<file path="src/rtl/sim_dev_pkg.sv">
// Shared definitions for the simulation controller: register offsets,
// termination state encoding and the tohost pass code.
package sim_dev_pkg;

    typedef enum logic [1:0] {
        ST_RUN     = 2'd0,
        ST_PASS    = 2'd1,
        ST_FAIL    = 2'd2,
        ST_TIMEOUT = 2'd3
    } sim_state_e;

    // Word offsets within the 32-byte window (addr[4:2])
    localparam logic [2:0] OFF_TOHOST  = 3'd0;
    localparam logic [2:0] OFF_CONSOLE = 3'd1;
    localparam logic [2:0] OFF_CYC_LO  = 3'd2;
    localparam logic [2:0] OFF_CYC_HI  = 3'd3;
    localparam logic [2:0] OFF_STATUS  = 3'd4;

    localparam logic [31:0] PASS_CODE = 32'd1;

    // Odd tohost values other than the pass code report a failure
    function automatic logic is_fail_code(input logic [31:0] v);
        return v[0] && (v != PASS_CODE);
    endfunction

endpackage

</file>
<file path="src/rtl/sim_test_device_fifo.sv">
// Circular buffer with occupancy count; head word is visible without a pop
// and a push into a full buffer is only accepted when a pop frees a slot.
module sync_fifo #(
    parameter int unsigned WIDTH = 8,
    parameter int unsigned DEPTH = 16,
    localparam int unsigned AW = (DEPTH > 1) ? $clog2(DEPTH) : 1,
    localparam int unsigned CW = AW + 1
) (
    input  logic             clk,
    input  logic             rst,
    input  logic             push,
    input  logic [WIDTH-1:0] din,
    input  logic             ready,
    output logic             valid,
    output logic [WIDTH-1:0] dout,
    output logic [CW-1:0]    count,
    output logic             overflow
);

    logic [WIDTH-1:0] mem_r [DEPTH];
    logic [AW-1:0]    wr_ptr_r;
    logic [AW-1:0]    rd_ptr_r;
    logic [CW-1:0]    count_r;
    logic             overflow_r;
    logic             full_s;
    logic             pop_s;
    logic             push_ok_s;

    assign full_s    = (count_r == CW'(DEPTH));
    assign valid     = (count_r != {CW{1'b0}});
    assign pop_s     = valid & ready;
    assign push_ok_s = push & (~full_s | pop_s);
    assign dout      = valid ? mem_r[rd_ptr_r] : {WIDTH{1'b0}};
    assign count     = count_r;
    assign overflow  = overflow_r;

    // Storage array; content is don't-care until pushed
    always_ff @(posedge clk) begin
        if (push_ok_s) begin
            mem_r[wr_ptr_r] <= din;
        end
    end

    // Pointers, occupancy and sticky overflow flag
    always_ff @(posedge clk or posedge rst) begin
        if (rst) begin
            wr_ptr_r   <= {AW{1'b0}};
            rd_ptr_r   <= {AW{1'b0}};
            count_r    <= {CW{1'b0}};
            overflow_r <= 1'b0;
        end else begin
            if (push_ok_s) begin
                wr_ptr_r <= wr_ptr_r + AW'(1);
            end
            if (pop_s) begin
                rd_ptr_r <= rd_ptr_r + AW'(1);
            end
            case ({push_ok_s, pop_s})
                2'b10:   count_r <= count_r + CW'(1);
                2'b01:   count_r <= count_r - CW'(1);
                default: count_r <= count_r;
            endcase
            if (push && full_s && !pop_s) begin
                overflow_r <= 1'b1;
            end
        end
    end

endmodule

</file>
<file path="src/rtl/sim_test_device.sv">
// Memory-mapped simulation controller: tohost pass/fail, cycle counter with
// watchdog, and a console byte FIFO drained by the testbench.
module sim_test_device
    import sim_dev_pkg::*;
#(
    parameter logic [31:0] BASE_ADDR      = 32'h0001_0000,
    parameter int unsigned TIMEOUT_CYCLES = 100000,
    parameter int unsigned CON_DEPTH      = 16
) (
    input  logic        clk,
    input  logic        reset,
    input  logic [31:0] addr,
    input  logic [31:0] wdata,
    input  logic        rd_en,
    input  logic        wr_en,
    output logic        hit,
    output logic [31:0] rdata,
    output logic        con_valid,
    output logic [7:0]  con_data,
    input  logic        con_ready,
    output logic        done,
    output logic        pass,
    output logic [30:0] fail_code,
    output logic        timeout
);

    localparam int unsigned CW      = $clog2(CON_DEPTH) + 1;
    localparam bit          WD_EN   = (TIMEOUT_CYCLES != 0);
    localparam logic [63:0] WD_LAST = WD_EN ? (64'(TIMEOUT_CYCLES) - 64'd1) : 64'd0;
    localparam logic [7:0]  DEPTH8  = 8'(CON_DEPTH);

    sim_state_e    state_r;
    sim_state_e    state_n;
    logic [63:0]   cycle_r;
    logic [31:0]   tohost_r;
    logic [30:0]   fail_code_r;
    logic [30:0]   fail_code_n;
    logic          done_r;
    logic          pass_r;
    logic          timeout_r;
    logic [2:0]    off_s;
    logic          wr_hit_s;
    logic          tohost_wr_s;
    logic          con_push_s;
    logic          wd_fire_s;
    logic [CW-1:0] con_count_s;
    logic          overflow_s;
    logic [7:0]    free_s;
    logic [31:0]   rdata_s;
    logic          unused_addr_s;

    // Byte lanes within a word are ignored; only word accesses are decoded
    assign unused_addr_s = ^addr[1:0];
    assign hit           = (addr[31:5] == BASE_ADDR[31:5]);
    assign off_s         = addr[4:2];
    assign wr_hit_s      = wr_en & hit;
    assign tohost_wr_s   = wr_hit_s & (off_s == OFF_TOHOST);
    assign con_push_s    = wr_hit_s & (off_s == OFF_CONSOLE);
    assign wd_fire_s     = WD_EN && (cycle_r == WD_LAST);
    assign free_s        = DEPTH8 - 8'(con_count_s);

    sync_fifo #(
        .WIDTH (8),
        .DEPTH (CON_DEPTH)
    ) u_con_fifo (
        .clk      (clk),
        .rst      (reset),
        .push     (con_push_s),
        .din      (wdata[7:0]),
        .ready    (con_ready),
        .valid    (con_valid),
        .dout     (con_data),
        .count    (con_count_s),
        .overflow (overflow_s)
    );

    // Next-state: only RUN can leave, and a tohost write beats the watchdog
    always_comb begin
        state_n     = state_r;
        fail_code_n = fail_code_r;
        case (state_r)
            ST_RUN: begin
                if (tohost_wr_s && (wdata == PASS_CODE)) begin
                    state_n = ST_PASS;
                end else if (tohost_wr_s && is_fail_code(wdata)) begin
                    state_n     = ST_FAIL;
                    fail_code_n = wdata[31:1];
                end else if (wd_fire_s) begin
                    state_n = ST_TIMEOUT;
                end else begin
                    state_n = ST_RUN;
                end
            end
            default: begin
                state_n = state_r;
            end
        endcase
    end

    // State, cycle counter, tohost shadow and registered status outputs
    always_ff @(posedge clk or posedge reset) begin
        if (reset) begin
            state_r     <= ST_RUN;
            cycle_r     <= 64'd0;
            tohost_r    <= 32'd0;
            fail_code_r <= 31'd0;
            done_r      <= 1'b0;
            pass_r      <= 1'b0;
            timeout_r   <= 1'b0;
        end else begin
            state_r     <= state_n;
            fail_code_r <= fail_code_n;
            done_r      <= (state_n != ST_RUN);
            pass_r      <= (state_n == ST_PASS);
            timeout_r   <= (state_n == ST_TIMEOUT);
            if (state_r == ST_RUN) begin
                cycle_r <= cycle_r + 64'd1;
                if (tohost_wr_s) begin
                    tohost_r <= wdata;
                end
            end
        end
    end

    // Same-cycle read mux for the single-cycle CPU
    always_comb begin
        rdata_s = 32'd0;
        if (rd_en && hit) begin
            case (off_s)
                OFF_TOHOST:  rdata_s = tohost_r;
                OFF_CONSOLE: rdata_s = {overflow_s, 23'd0, free_s};
                OFF_CYC_LO:  rdata_s = cycle_r[31:0];
                OFF_CYC_HI:  rdata_s = cycle_r[63:32];
                OFF_STATUS:  rdata_s = {29'd0, overflow_s, state_r};
                default:     rdata_s = 32'd0;
            endcase
        end else begin
            rdata_s = 32'd0;
        end
    end

    assign rdata     = rdata_s;
    assign done      = done_r;
    assign pass      = pass_r;
    assign timeout   = timeout_r;
    assign fail_code = fail_code_r;

endmodule
</file>
<file path="config.mk">
export PLATFORM = sky130hd
export DESIGN_NAME = sim_test_device
export DESIGN_NICKNAME = d
export VERILOG_FILES = /design/src/rtl/sim_dev_pkg.sv /design/src/rtl/sim_test_device_fifo.sv /design/src/rtl/sim_test_device.sv
export SDC_FILE = /design/constraint.sdc
export NUM_CORES = 1
export LEC_CHECK = 0
export CAP_MARGIN = 10
export CORE_ASPECT_RATIO = 1.5
export CORE_MARGIN = 2
export CORE_UTILIZATION = 30
export CTS_BUF_LIST = sky130_fd_sc_hd__clkbuf_4 sky130_fd_sc_hd__clkbuf_8
export DETAILED_ROUTE_END_ITERATION = 6
export PLACE_DENSITY = 0.46
export SLEW_MARGIN = 0
export SYNTH_ARGS = -nofsm -noshare
export SYNTH_HDL_FRONTEND = slang
export SYNTH_SLANG_ARGS = --single-unit
</file>
<file path="constraint.sdc">
create_clock -name clk -period 13.61 [get_ports clk]
set_input_delay 1.361 -clock clk [delete_from_list [all_inputs] [get_ports clk]]
set_output_delay 1.361 -clock clk [all_outputs]
set_load 0.05 [all_outputs]
</file>
==> run_summary.xml, run 1 <==
<?xml version="1.0" encoding="UTF-8"?>
<metrics>
  <group name="run_status">
    <metric name="run_status" unit="">complete, no violations</metric>
  </group>
  <group name="routing">
    <metric name="wl_met3" unit="microns">1700</metric>
    <metric name="totalWireLength" unit="microns">37700</metric>
    <metric name="drt-met1-wl" unit="microns">14900</metric>
    <metric name="drt.antenna.violating_nets" unit="">0</metric>
    <metric name="total_number_of_vias" unit="">8448</metric>
    <metric name="route.top_layer_used" unit="">met4</metric>
    <metric name="detailed_routing_iterations_pass_1" unit="">6</metric>
    <metric name="met2WireLength" unit="microns">19800</metric>
    <metric name="drc" unit="">0</metric>
    <metric name="detail_route.iter0.violations" unit="">437</metric>
    <metric name="drt-wirelength-per-cell" unit="microns">21.9</metric>
    <metric name="vias_per_cell" unit="">4.91</metric>
  </group>
  <group name="setup_path">
    <metric name="critical_path_cell_count" unit="">7</metric>
    <metric name="timing.critical_path.max_delay_family" unit="">simple AND/OR/NAND/NOR gates</metric>
    <metric name="worstRegToRegCells" unit="">9</metric>
    <metric name="critical_path.reg2reg.endpoint" unit="">u_con_fifo.mem_r[12][7]$_DFFE_PP_</metric>
    <metric name="critical_path.n_buffers_inverters" unit="">2</metric>
    <metric name="crit_path_max_incr_delay" unit="ns">0.87</metric>
    <metric name="regToRegStartpoint" unit="">u_con_fifo.count[0]$_DFFE_PP0P_</metric>
    <metric name="timing_worst_setup_path_type" unit="">input port to primary output</metric>
    <metric name="reg2reg_setup_slack" unit="ns">10.35</metric>
    <metric name="timing.critical_path.fanout_max" unit="">26</metric>
    <metric name="kind_of_launch_point_of_the_worst_setup_path" unit="">input port</metric>
    <metric name="setup.worst_path.start" unit="">addr[10]</metric>
    <metric name="cp-endpoint" unit="">rdata[17]</metric>
    <metric name="crit_path_dat" unit="ns">5.37</metric>
    <metric name="cp-end-kind" unit="">primary output</metric>
    <metric name="cp_cell_sequence" unit="">clkdlybuf4s50_1 &gt; or4_1 &gt; or3_1 &gt; nor2_1 &gt; nand3b_1 &gt; nor2_1 &gt; clkdlybuf4s50_1</metric>
    <metric name="worstPathRequired" unit="ns">12.25</metric>
    <metric name="crit_path_top_delay_cell" unit="">sky130_fd_sc_hd__nand3b_1</metric>
  </group>
  <group name="sta">
    <metric name="clock.fmax" unit="GHz">0.149</metric>
    <metric name="timing_worst_slew_pin_value" unit="ns">1.18</metric>
    <metric name="setup_viol" unit="">0</metric>
    <metric name="hold_ws" unit="ns">0.465</metric>
    <metric name="clock-skew-final" unit="ns">0.0191</metric>
    <metric name="period_minus_slack" unit="ns">6.73</metric>
    <metric name="report.final.hold_viol_count" unit="">0</metric>
    <metric name="timing.max_slew.rel_slack" unit="%">21.0</metric>
    <metric name="min_period_over_period" unit="%">49.5</metric>
    <metric name="fin_tns_setup" unit="ns">0</metric>
    <metric name="slew_violations" unit="">0</metric>
    <metric name="rsz0062_at_grt" unit="">false</metric>
  </group>
  <group name="logic_synthesis">
    <metric name="synthMostInstantiatedCell" unit="">sky130_fd_sc_hd__dfrtp_1</metric>
    <metric name="synth-edff-count" unit="">128</metric>
    <metric name="synth.top_cells.by_area" unit="">sky130_fd_sc_hd__edfxtp_1 (31%), sky130_fd_sc_hd__dfrtp_1 (29%), sky130_fd_sc_hd__mux4_2 (7.9%)</metric>
    <metric name="share_of_synthesized_cell_area_in_full_adder_half_adder_and_majority_cells" unit="%">0.995</metric>
    <metric name="synth_top_family_by_area" unit="">simple AND/OR/NAND/NOR gates</metric>
    <metric name="yosysSeqAreaShare" unit="%">59.6</metric>
    <metric name="post_synth_inst_count" unit="">970</metric>
    <metric name="synth_compound_gate_area_share" unit="%">2.51</metric>
    <metric name="synth.top_cell.area_share" unit="%">30.6</metric>
    <metric name="yosysUniqueCellTypes" unit="">51</metric>
    <metric name="synthXorXnorAreaFrac" unit="%">5.29</metric>
    <metric name="yosys.area_share.simple" unit="%">15.9</metric>
    <metric name="synth.area.mux_share" unit="%">13.6</metric>
    <metric name="synth-async-reset-ratio" unit="%">53.3</metric>
    <metric name="avgSynthCellArea" unit="sq um">13.0</metric>
    <metric name="synth_area" unit="sq um">12600</metric>
    <metric name="post_synth_net_total" unit="">1049</metric>
    <metric name="ys_dominant_reg_cell" unit="">sky130_fd_sc_hd__dfrtp_1</metric>
    <metric name="synthTopCellsByCount" unit="">sky130_fd_sc_hd__dfrtp_1 (146), sky130_fd_sc_hd__nand2_1 (142), sky130_fd_sc_hd__edfxtp_1 (128), sky130_fd_sc_hd__nor2_1 (53)</metric>
    <metric name="postSynthRegisterBits" unit="">274</metric>
    <metric name="synth_top_area_cell" unit="">sky130_fd_sc_hd__edfxtp_1</metric>
    <metric name="ys_warn_count" unit="">0</metric>
  </group>
  <group name="placed_design">
    <metric name="place.port_buffers" unit="">142</metric>
    <metric name="hpwlAfterDp" unit="microns">26500</metric>
    <metric name="gpl.final_weighted_congestion" unit="">0.824</metric>
  </group>
  <group name="power">
    <metric name="power_frac_comb" unit="%">22.4</metric>
    <metric name="net-switching-power" unit="mW">0.628</metric>
    <metric name="pwr_density_cell" unit="nW/um^2">139</metric>
    <metric name="power.share.switching" unit="%">29.0</metric>
    <metric name="p_int" unit="mW">1.53</metric>
    <metric name="pwr-share-clk" unit="%">35.3</metric>
    <metric name="leakagePower" unit="nW">6.06</metric>
    <metric name="seq_power_share" unit="%">42.3</metric>
    <metric name="power.ir.vdd_worst" unit="mV">0.0682</metric>
  </group>
  <group name="clock_tree">
    <metric name="cts.repair_timing.setup_buffer_count" unit="">0</metric>
    <metric name="cts-buffers-inserted" unit="">44</metric>
    <metric name="cts_hold_repair.buffers" unit="">0</metric>
    <metric name="ctsResizeCount" unit="">0</metric>
    <metric name="path_clk_slew" unit="ns">0.06</metric>
    <metric name="number_of_sinks_handled_by_clock_tree_synthesis" unit="">274</metric>
    <metric name="cts_tree" unit="">done</metric>
    <metric name="ctsHtreeMaxLevel" unit="">2</metric>
    <metric name="clock_tree.root_cell" unit="">sky130_fd_sc_hd__clkbuf_8</metric>
    <metric name="insertion_delay" unit="ns">0.58</metric>
    <metric name="max-clock-path-buffers" unit="">3</metric>
  </group>
  <group name="floorplan">
    <metric name="die-height" unit="microns">255</metric>
    <metric name="die_footprint" unit="sq um">43600</metric>
    <metric name="die_w" unit="microns">171</metric>
    <metric name="num_io_pins" unit="">145</metric>
    <metric name="core_region_area" unit="sq um">41200</metric>
    <metric name="core.rowCount" unit="">91</metric>
    <metric name="initial_core_util" unit="%">30.5</metric>
  </group>
  <group name="flow_run">
    <metric name="max-cap-violations" unit="">0</metric>
  </group>
  <group name="global_route">
    <metric name="grt_pass1_wl" unit="microns">56700</metric>
    <metric name="grt_overflow" unit="">0</metric>
    <metric name="grt_max_degree" unit="">82</metric>
    <metric name="antenna_found_initial" unit="">1</metric>
    <metric name="grt_util_all_layers" unit="%">17.6</metric>
    <metric name="first_global_vias" unit="">8802</metric>
  </group>
  <group name="cells_and_area">
    <metric name="finish.utilization" unit="%">37.8</metric>
    <metric name="number_of_nets_in_the_final_layout" unit="">1206</metric>
    <metric name="area_growth_syn_to_layout" unit="%">24.0</metric>
    <metric name="drive_gt1_share" unit="%">14.6</metric>
  </group>
  <group name="worst_hold_path">
    <metric name="worst_hold_path_type" unit="">flip-flop to flip-flop</metric>
  </group>
</metrics>
[final cells by class]
class,instances,area (sq um)
diodes,1,2.50
inverters,19,76.3
fillers,4063,25600
well taps,558,698
repair buffers,158,1540
clock inverters,8,63.8
flip-flops and latches,274,7500
multi-input cells,630,4830
clock buffers,73,886
[cell families (layout without fill, tap and decap cells)]
kind of cell,Yosys count,after routing
buffers and inverters,66,258
AOI/OAI and AO/OA,44,44
other,0,1
adders and majority gates,10,10
and+or+nand+nor,391,391
muxes,109,109
DFF,274,274
xor gates and xnor gates,76,76
[metal layers]
metal / up-vias / global-route usage, %
met2: 239 / 31.7
met4: 0 / 7.09
met1: 4248 / 20.9
met5: - / 0
met3: 73 / 2.87
li1: 3888 / -
[cells in the final DEF, fill, tap and decap left out, types with 3 or more instances in the layout]
cell / n
sky130_fd_sc_hd__dfrtp_1: 145
sky130_fd_sc_hd__nand2_1: 142
sky130_fd_sc_hd__clkdlybuf4s50_1: 141
sky130_fd_sc_hd__edfxtp_1: 128
sky130_fd_sc_hd__clkbuf_8: 54
sky130_fd_sc_hd__nor2_1: 52
sky130_fd_sc_hd__xnor2_1: 44
sky130_fd_sc_hd__mux4_2: 44
sky130_fd_sc_hd__nor4_1: 36
sky130_fd_sc_hd__mux2_1: 33
sky130_fd_sc_hd__nand4_1: 32
sky130_fd_sc_hd__xor2_1: 32
sky130_fd_sc_hd__and2_1: 27
sky130_fd_sc_hd__nor3_1: 27
sky130_fd_sc_hd__a22oi_1: 26
sky130_fd_sc_hd__mux2_2: 25
sky130_fd_sc_hd__nand3_1: 21
sky130_fd_sc_hd__clkbuf_4: 19
sky130_fd_sc_hd__inv_1: 18
sky130_fd_sc_hd__buf_4: 16
sky130_fd_sc_hd__and4_1: 10
sky130_fd_sc_hd__ha_1: 10
sky130_fd_sc_hd__nor2b_1: 8
sky130_fd_sc_hd__mux2i_1: 7
sky130_fd_sc_hd__or4_1: 5
sky130_fd_sc_hd__nor4b_1: 5
sky130_fd_sc_hd__or3_1: 4
sky130_fd_sc_hd__and3_1: 4
sky130_fd_sc_hd__o21a_1: 4
sky130_fd_sc_hd__clkinv_1: 4
sky130_fd_sc_hd__nand2b_1: 3
sky130_fd_sc_hd__a21oi_1: 3
sky130_fd_sc_hd__o21ai_0: 3
[through the flow]
stage	setup WS (ns)	std cells	power (mW)	instance area [sq um]
floorplan	7.60	970	1.26	12600
global placement	6.96	1639	1.43	14600
detailed placement	6.89	1639	1.43	14600
CTS	6.88	1720	2.20	15600
global route	6.69	1721	2.26	15600
finish	6.88	1721	2.16	15600
[power groups by stage]
| stage | Combinational [mW] | Sequential (mW) | Clock (mW) |
|---|---|---|---|
| after CTS | 0.497 | 0.916 | 0.786 |
| final | 0.485 | 0.915 | 0.762 |
| after global placement | 0.494 | 0.932 | 0 |
| after detailed placement | 0.497 | 0.932 | 0 |
| after floorplan | 0.351 | 0.907 | 0 |
| after global routing | 0.521 | 0.918 | 0.822 |
[worst reg2reg max path: cells and delay by family, from the launching register on]
family,cells,cell delay (ns)
buffers and inverters,1,0.07
adders and majority gates,2,0.52
and+or+nand+nor,6,1.86
DFF,1,0.44
[sequential cells by signal (all words and copies together) (netlist names)]
| signal | count |
|---|---|
| cycle_r | 64 |
| timeout | 1 |
| tohost_r | 32 |
| pass | 1 |
| state_r | 2 |
| done | 1 |
| u_con_fifo.count | 5 |
| u_con_fifo.mem_r | 128 |
| fail_code | 31 |
| u_con_fifo.rd_ptr_r | 4 |
| u_con_fifo.wr_ptr_r | 4 |
| u_con_fifo.overflow | 1 |
[worst min path at each step]
stage	start	to	slack [ns]	cells past startpoint
after floorplan	tohost_r[1]$_DFFE_PP0P_	tohost_r[1]$_DFFE_PP0P_	0.43	2
after global placement	tohost_r[4]$_DFFE_PP0P_	tohost_r[4]$_DFFE_PP0P_	0.45	2
after detailed placement	tohost_r[3]$_DFFE_PP0P_	tohost_r[3]$_DFFE_PP0P_	0.46	2
after CTS	tohost_r[3]$_DFFE_PP0P_	tohost_r[3]$_DFFE_PP0P_	0.47	2
after global routing	fail_code[30]$_DFFE_PP0P_	fail_code[30]$_DFFE_PP0P_	0.49	1
final	tohost_r[3]$_DFFE_PP0P_	tohost_r[3]$_DFFE_PP0P_	0.47	2
Note: power is estimated with default switching activity, not from simulation.
==> run 2, diff against run 1 <==
==> constraint.sdc (replaced) <==
create_clock -name clk -period 7 [get_ports clk]
set_input_delay 0.7 -clock clk [delete_from_list [all_inputs] [get_ports clk]]
set_output_delay 0.7 -clock clk [all_outputs]
set_load 0.05 [all_outputs]
==> run_summary.xml, run 2 (synthesis results as in run 1) <==
<?xml version="1.0" encoding="UTF-8"?>
<metrics>
  <group name="worst_hold_path">
    <metric name="timing.hold.worst_endpoint" unit="">tohost_r[3]$_DFFE_PP0P_</metric>
    <metric name="min_delay_path_depth" unit="">2</metric>
    <metric name="worst_hold_path_type" unit="">flip-flop to flip-flop</metric>
    <metric name="min-delay-start" unit="">tohost_r[3]$_DFFE_PP0P_</metric>
  </group>
  <group name="setup_path">
    <metric name="cp-end-kind" unit="">primary output</metric>
    <metric name="worstRegToRegCells" unit="">9</metric>
    <metric name="worstPathRequired" unit="ns">6.30</metric>
    <metric name="regToRegStartpoint" unit="">u_con_fifo.count[0]$_DFFE_PP0P_</metric>
    <metric name="timing_worst_setup_path_type" unit="">input port to primary output</metric>
    <metric name="kind_of_launch_point_of_the_worst_setup_path" unit="">input port</metric>
    <metric name="crit_path_dat" unit="ns">4.52</metric>
    <metric name="timing.critical_path.fanout_max" unit="">26</metric>
    <metric name="critical_path.reg2reg.endpoint" unit="">u_con_fifo.mem_r[8][5]$_DFFE_PP_</metric>
    <metric name="reg2reg_setup_slack" unit="ns">3.81</metric>
  </group>
  <group name="cells_and_area">
    <metric name="commonest_non_fill_non_tap_cell_in_the_layout" unit="">sky130_fd_sc_hd__dfrtp_1</metric>
    <metric name="registers.top_by_ff_count" unit="">u_con_fifo.mem_r</metric>
    <metric name="largest_register_ffs" unit="">128</metric>
    <metric name="fillers" unit="">4061</metric>
    <metric name="layout.cells.most_common_list" unit="">sky130_fd_sc_hd__dfrtp_1 (145), sky130_fd_sc_hd__nand2_1 (142), sky130_fd_sc_hd__clkdlybuf4s50_1 (141)</metric>
    <metric name="largestRegisters" unit="">u_con_fifo.mem_r: 128 flops, cycle_r: 64 flops, tohost_r: 32 flops</metric>
    <metric name="area_growth_syn_to_layout" unit="%">24.3</metric>
    <metric name="drive_gt1_share" unit="%">14.9</metric>
    <metric name="number_of_nets_in_the_final_layout" unit="">1207</metric>
  </group>
  <group name="floorplan">
    <metric name="die_w" unit="microns">171</metric>
    <metric name="die-height" unit="microns">255</metric>
    <metric name="die_footprint" unit="sq um">43600</metric>
    <metric name="core_region_area" unit="sq um">41200</metric>
    <metric name="initial_core_util" unit="%">30.5</metric>
    <metric name="num_io_pins" unit="">145</metric>
    <metric name="core.rowCount" unit="">91</metric>
  </group>
  <group name="placed_design">
    <metric name="gpl.final_weighted_congestion" unit="">0.846</metric>
    <metric name="place.port_buffers" unit="">142</metric>
    <metric name="hpwlAfterDp" unit="microns">26600</metric>
  </group>
  <group name="sta">
    <metric name="setup_viol" unit="">0</metric>
    <metric name="report.final.hold_viol_count" unit="">0</metric>
    <metric name="rsz0062_at_grt" unit="">false</metric>
    <metric name="clock-skew-final" unit="ns">0.0487</metric>
    <metric name="min_period_over_period" unit="%">74.5</metric>
    <metric name="slew_violations" unit="">0</metric>
    <metric name="fin_tns_setup" unit="ns">0</metric>
    <metric name="timing_worst_slew_pin_value" unit="ns">1.19</metric>
    <metric name="timing.max_slew.rel_slack" unit="%">20.6</metric>
    <metric name="period_minus_slack" unit="ns">5.22</metric>
    <metric name="clock.fmax" unit="GHz">0.192</metric>
  </group>
  <group name="routing">
    <metric name="detail_route.iter0.violations" unit="">576</metric>
    <metric name="drc" unit="">0</metric>
    <metric name="vias_per_cell" unit="">4.86</metric>
    <metric name="drt.antenna.violating_nets" unit="">0</metric>
    <metric name="totalWireLength" unit="microns">37400</metric>
    <metric name="total_number_of_vias" unit="">8371</metric>
    <metric name="drt-wirelength-per-cell" unit="microns">21.7</metric>
    <metric name="detailed_routing_iterations_pass_1" unit="">5</metric>
  </group>
  <group name="flow_run">
    <metric name="max-cap-violations" unit="">0</metric>
  </group>
  <group name="global_route">
    <metric name="grt_pass1_wl" unit="microns">56000</metric>
    <metric name="antenna_found_initial" unit="">2</metric>
    <metric name="grt_util_all_layers" unit="%">17.4</metric>
    <metric name="grt_max_degree" unit="">81</metric>
    <metric name="grt_overflow" unit="">0</metric>
    <metric name="first_global_vias" unit="">8711</metric>
  </group>
  <group name="power">
    <metric name="power.ir.vdd_worst" unit="mV">0.134</metric>
    <metric name="pwr_density_cell" unit="nW/um^2">272</metric>
    <metric name="leakagePower" unit="nW">6.07</metric>
    <metric name="finalPower" unit="mW">4.26</metric>
  </group>
  <group name="run_status">
    <metric name="run_status" unit="">complete, no violations</metric>
  </group>
  <group name="clock_tree">
    <metric name="ctsResizeCount" unit="">0</metric>
    <metric name="path_clk_slew" unit="ns">0.06</metric>
    <metric name="ctsHtreeMaxLevel" unit="">2</metric>
    <metric name="insertion_delay" unit="ns">0.60</metric>
    <metric name="clock_tree.root_cell" unit="">sky130_fd_sc_hd__clkbuf_8</metric>
    <metric name="max-clock-path-buffers" unit="">3</metric>
    <metric name="number_of_sinks_handled_by_clock_tree_synthesis" unit="">274</metric>
    <metric name="cts_tree" unit="">done</metric>
    <metric name="cts.repair_timing.setup_buffer_count" unit="">0</metric>
    <metric name="cts_hold_repair.buffers" unit="">0</metric>
    <metric name="cts-buffers-inserted" unit="">45</metric>
  </group>
</metrics>
## run 2: cell types whose count changed in the layout (fill, tap and decap cells not counted), sizes merged
cell | previous run | this run
clkbuf | 73 | 70
clkinvlp | 0 | 3
clkinv | 6 | 8
inv | 20 | 19
bufinv | 1 | 2
## run 2: layer usage
metal  global-route usage [%]  vias up  part of all wire [%]
li1                         -     3894                     -
met1                     20.2     4214                    39
met2                     32.2      204                    54
met3                     2.58       59                   4.0
met4                     6.46        0                   3.1
met5                        0        -                     0
## run 2: how the worst max path moves through the flow
stage              from         to  slack (ns)
3_3_place_gp   addr[10]  rdata[31]        1.86
6_report       addr[10]  rdata[15]        1.78
3_5_place_dp   addr[10]  rdata[13]        1.79
2_1_floorplan  addr[10]   rdata[2]        2.31
4_1_cts        addr[10]  rdata[13]        1.77
5_1_grt        addr[10]  rdata[13]        1.60
## run 2: area by class of cell
class                   instances  area, sq um  share of cell area (%)
well taps                     558          698                    4.47
inverters                      19         76.3                   0.488
clock inverters                13          130                   0.832
repair buffers                158         1540                    9.83
multi-input cells             630         4830                    30.9
diodes                          1         2.50                  0.0160
clock buffers                  70          863                    5.52
flip-flops and latches        274         7500                    48.0
## run 2: critical path, cell delays in order
cell	delay, ns
sky130_fd_sc_hd__clkdlybuf4s50_1	0.39
sky130_fd_sc_hd__or4_1	0.57
sky130_fd_sc_hd__or3_1	0.54
sky130_fd_sc_hd__nor2_1	0.22
sky130_fd_sc_hd__nand3b_1	0.84
sky130_fd_sc_hd__nor2_1	0.38
sky130_fd_sc_hd__clkdlybuf4s50_1	0.85
## run 2: per-stage QoR
| stage | worst slack (ns) | area, sq um | instances | util [%] | hold slack (ns) |
|---|---|---|---|---|---|
| after detailed placement | 1.79 | 14600 | 1639 | 35.5 | 0.457 |
| after floorplan | 2.31 | 12600 | 970 | - | 0.434 |
| after global placement | 1.86 | 14600 | 1639 | 35.5 | 0.449 |
| after CTS | 1.77 | 15600 | 1722 | 37.9 | 0.472 |
| after global routing | 1.60 | 15600 | 1723 | 37.9 | 0.498 |
| final | 1.78 | 15600 | 1723 | 37.9 | 0.466 |
## run 2: where the power goes
part           switching, mW  internal (mW)  leakage, nW  total (mW)
registers             0.0608           1.71         3.16        1.78
clock network          0.674          0.863        0.518        1.54
logic                  0.512          0.434         2.39       0.946
total                   1.25           3.01         6.07        4.26
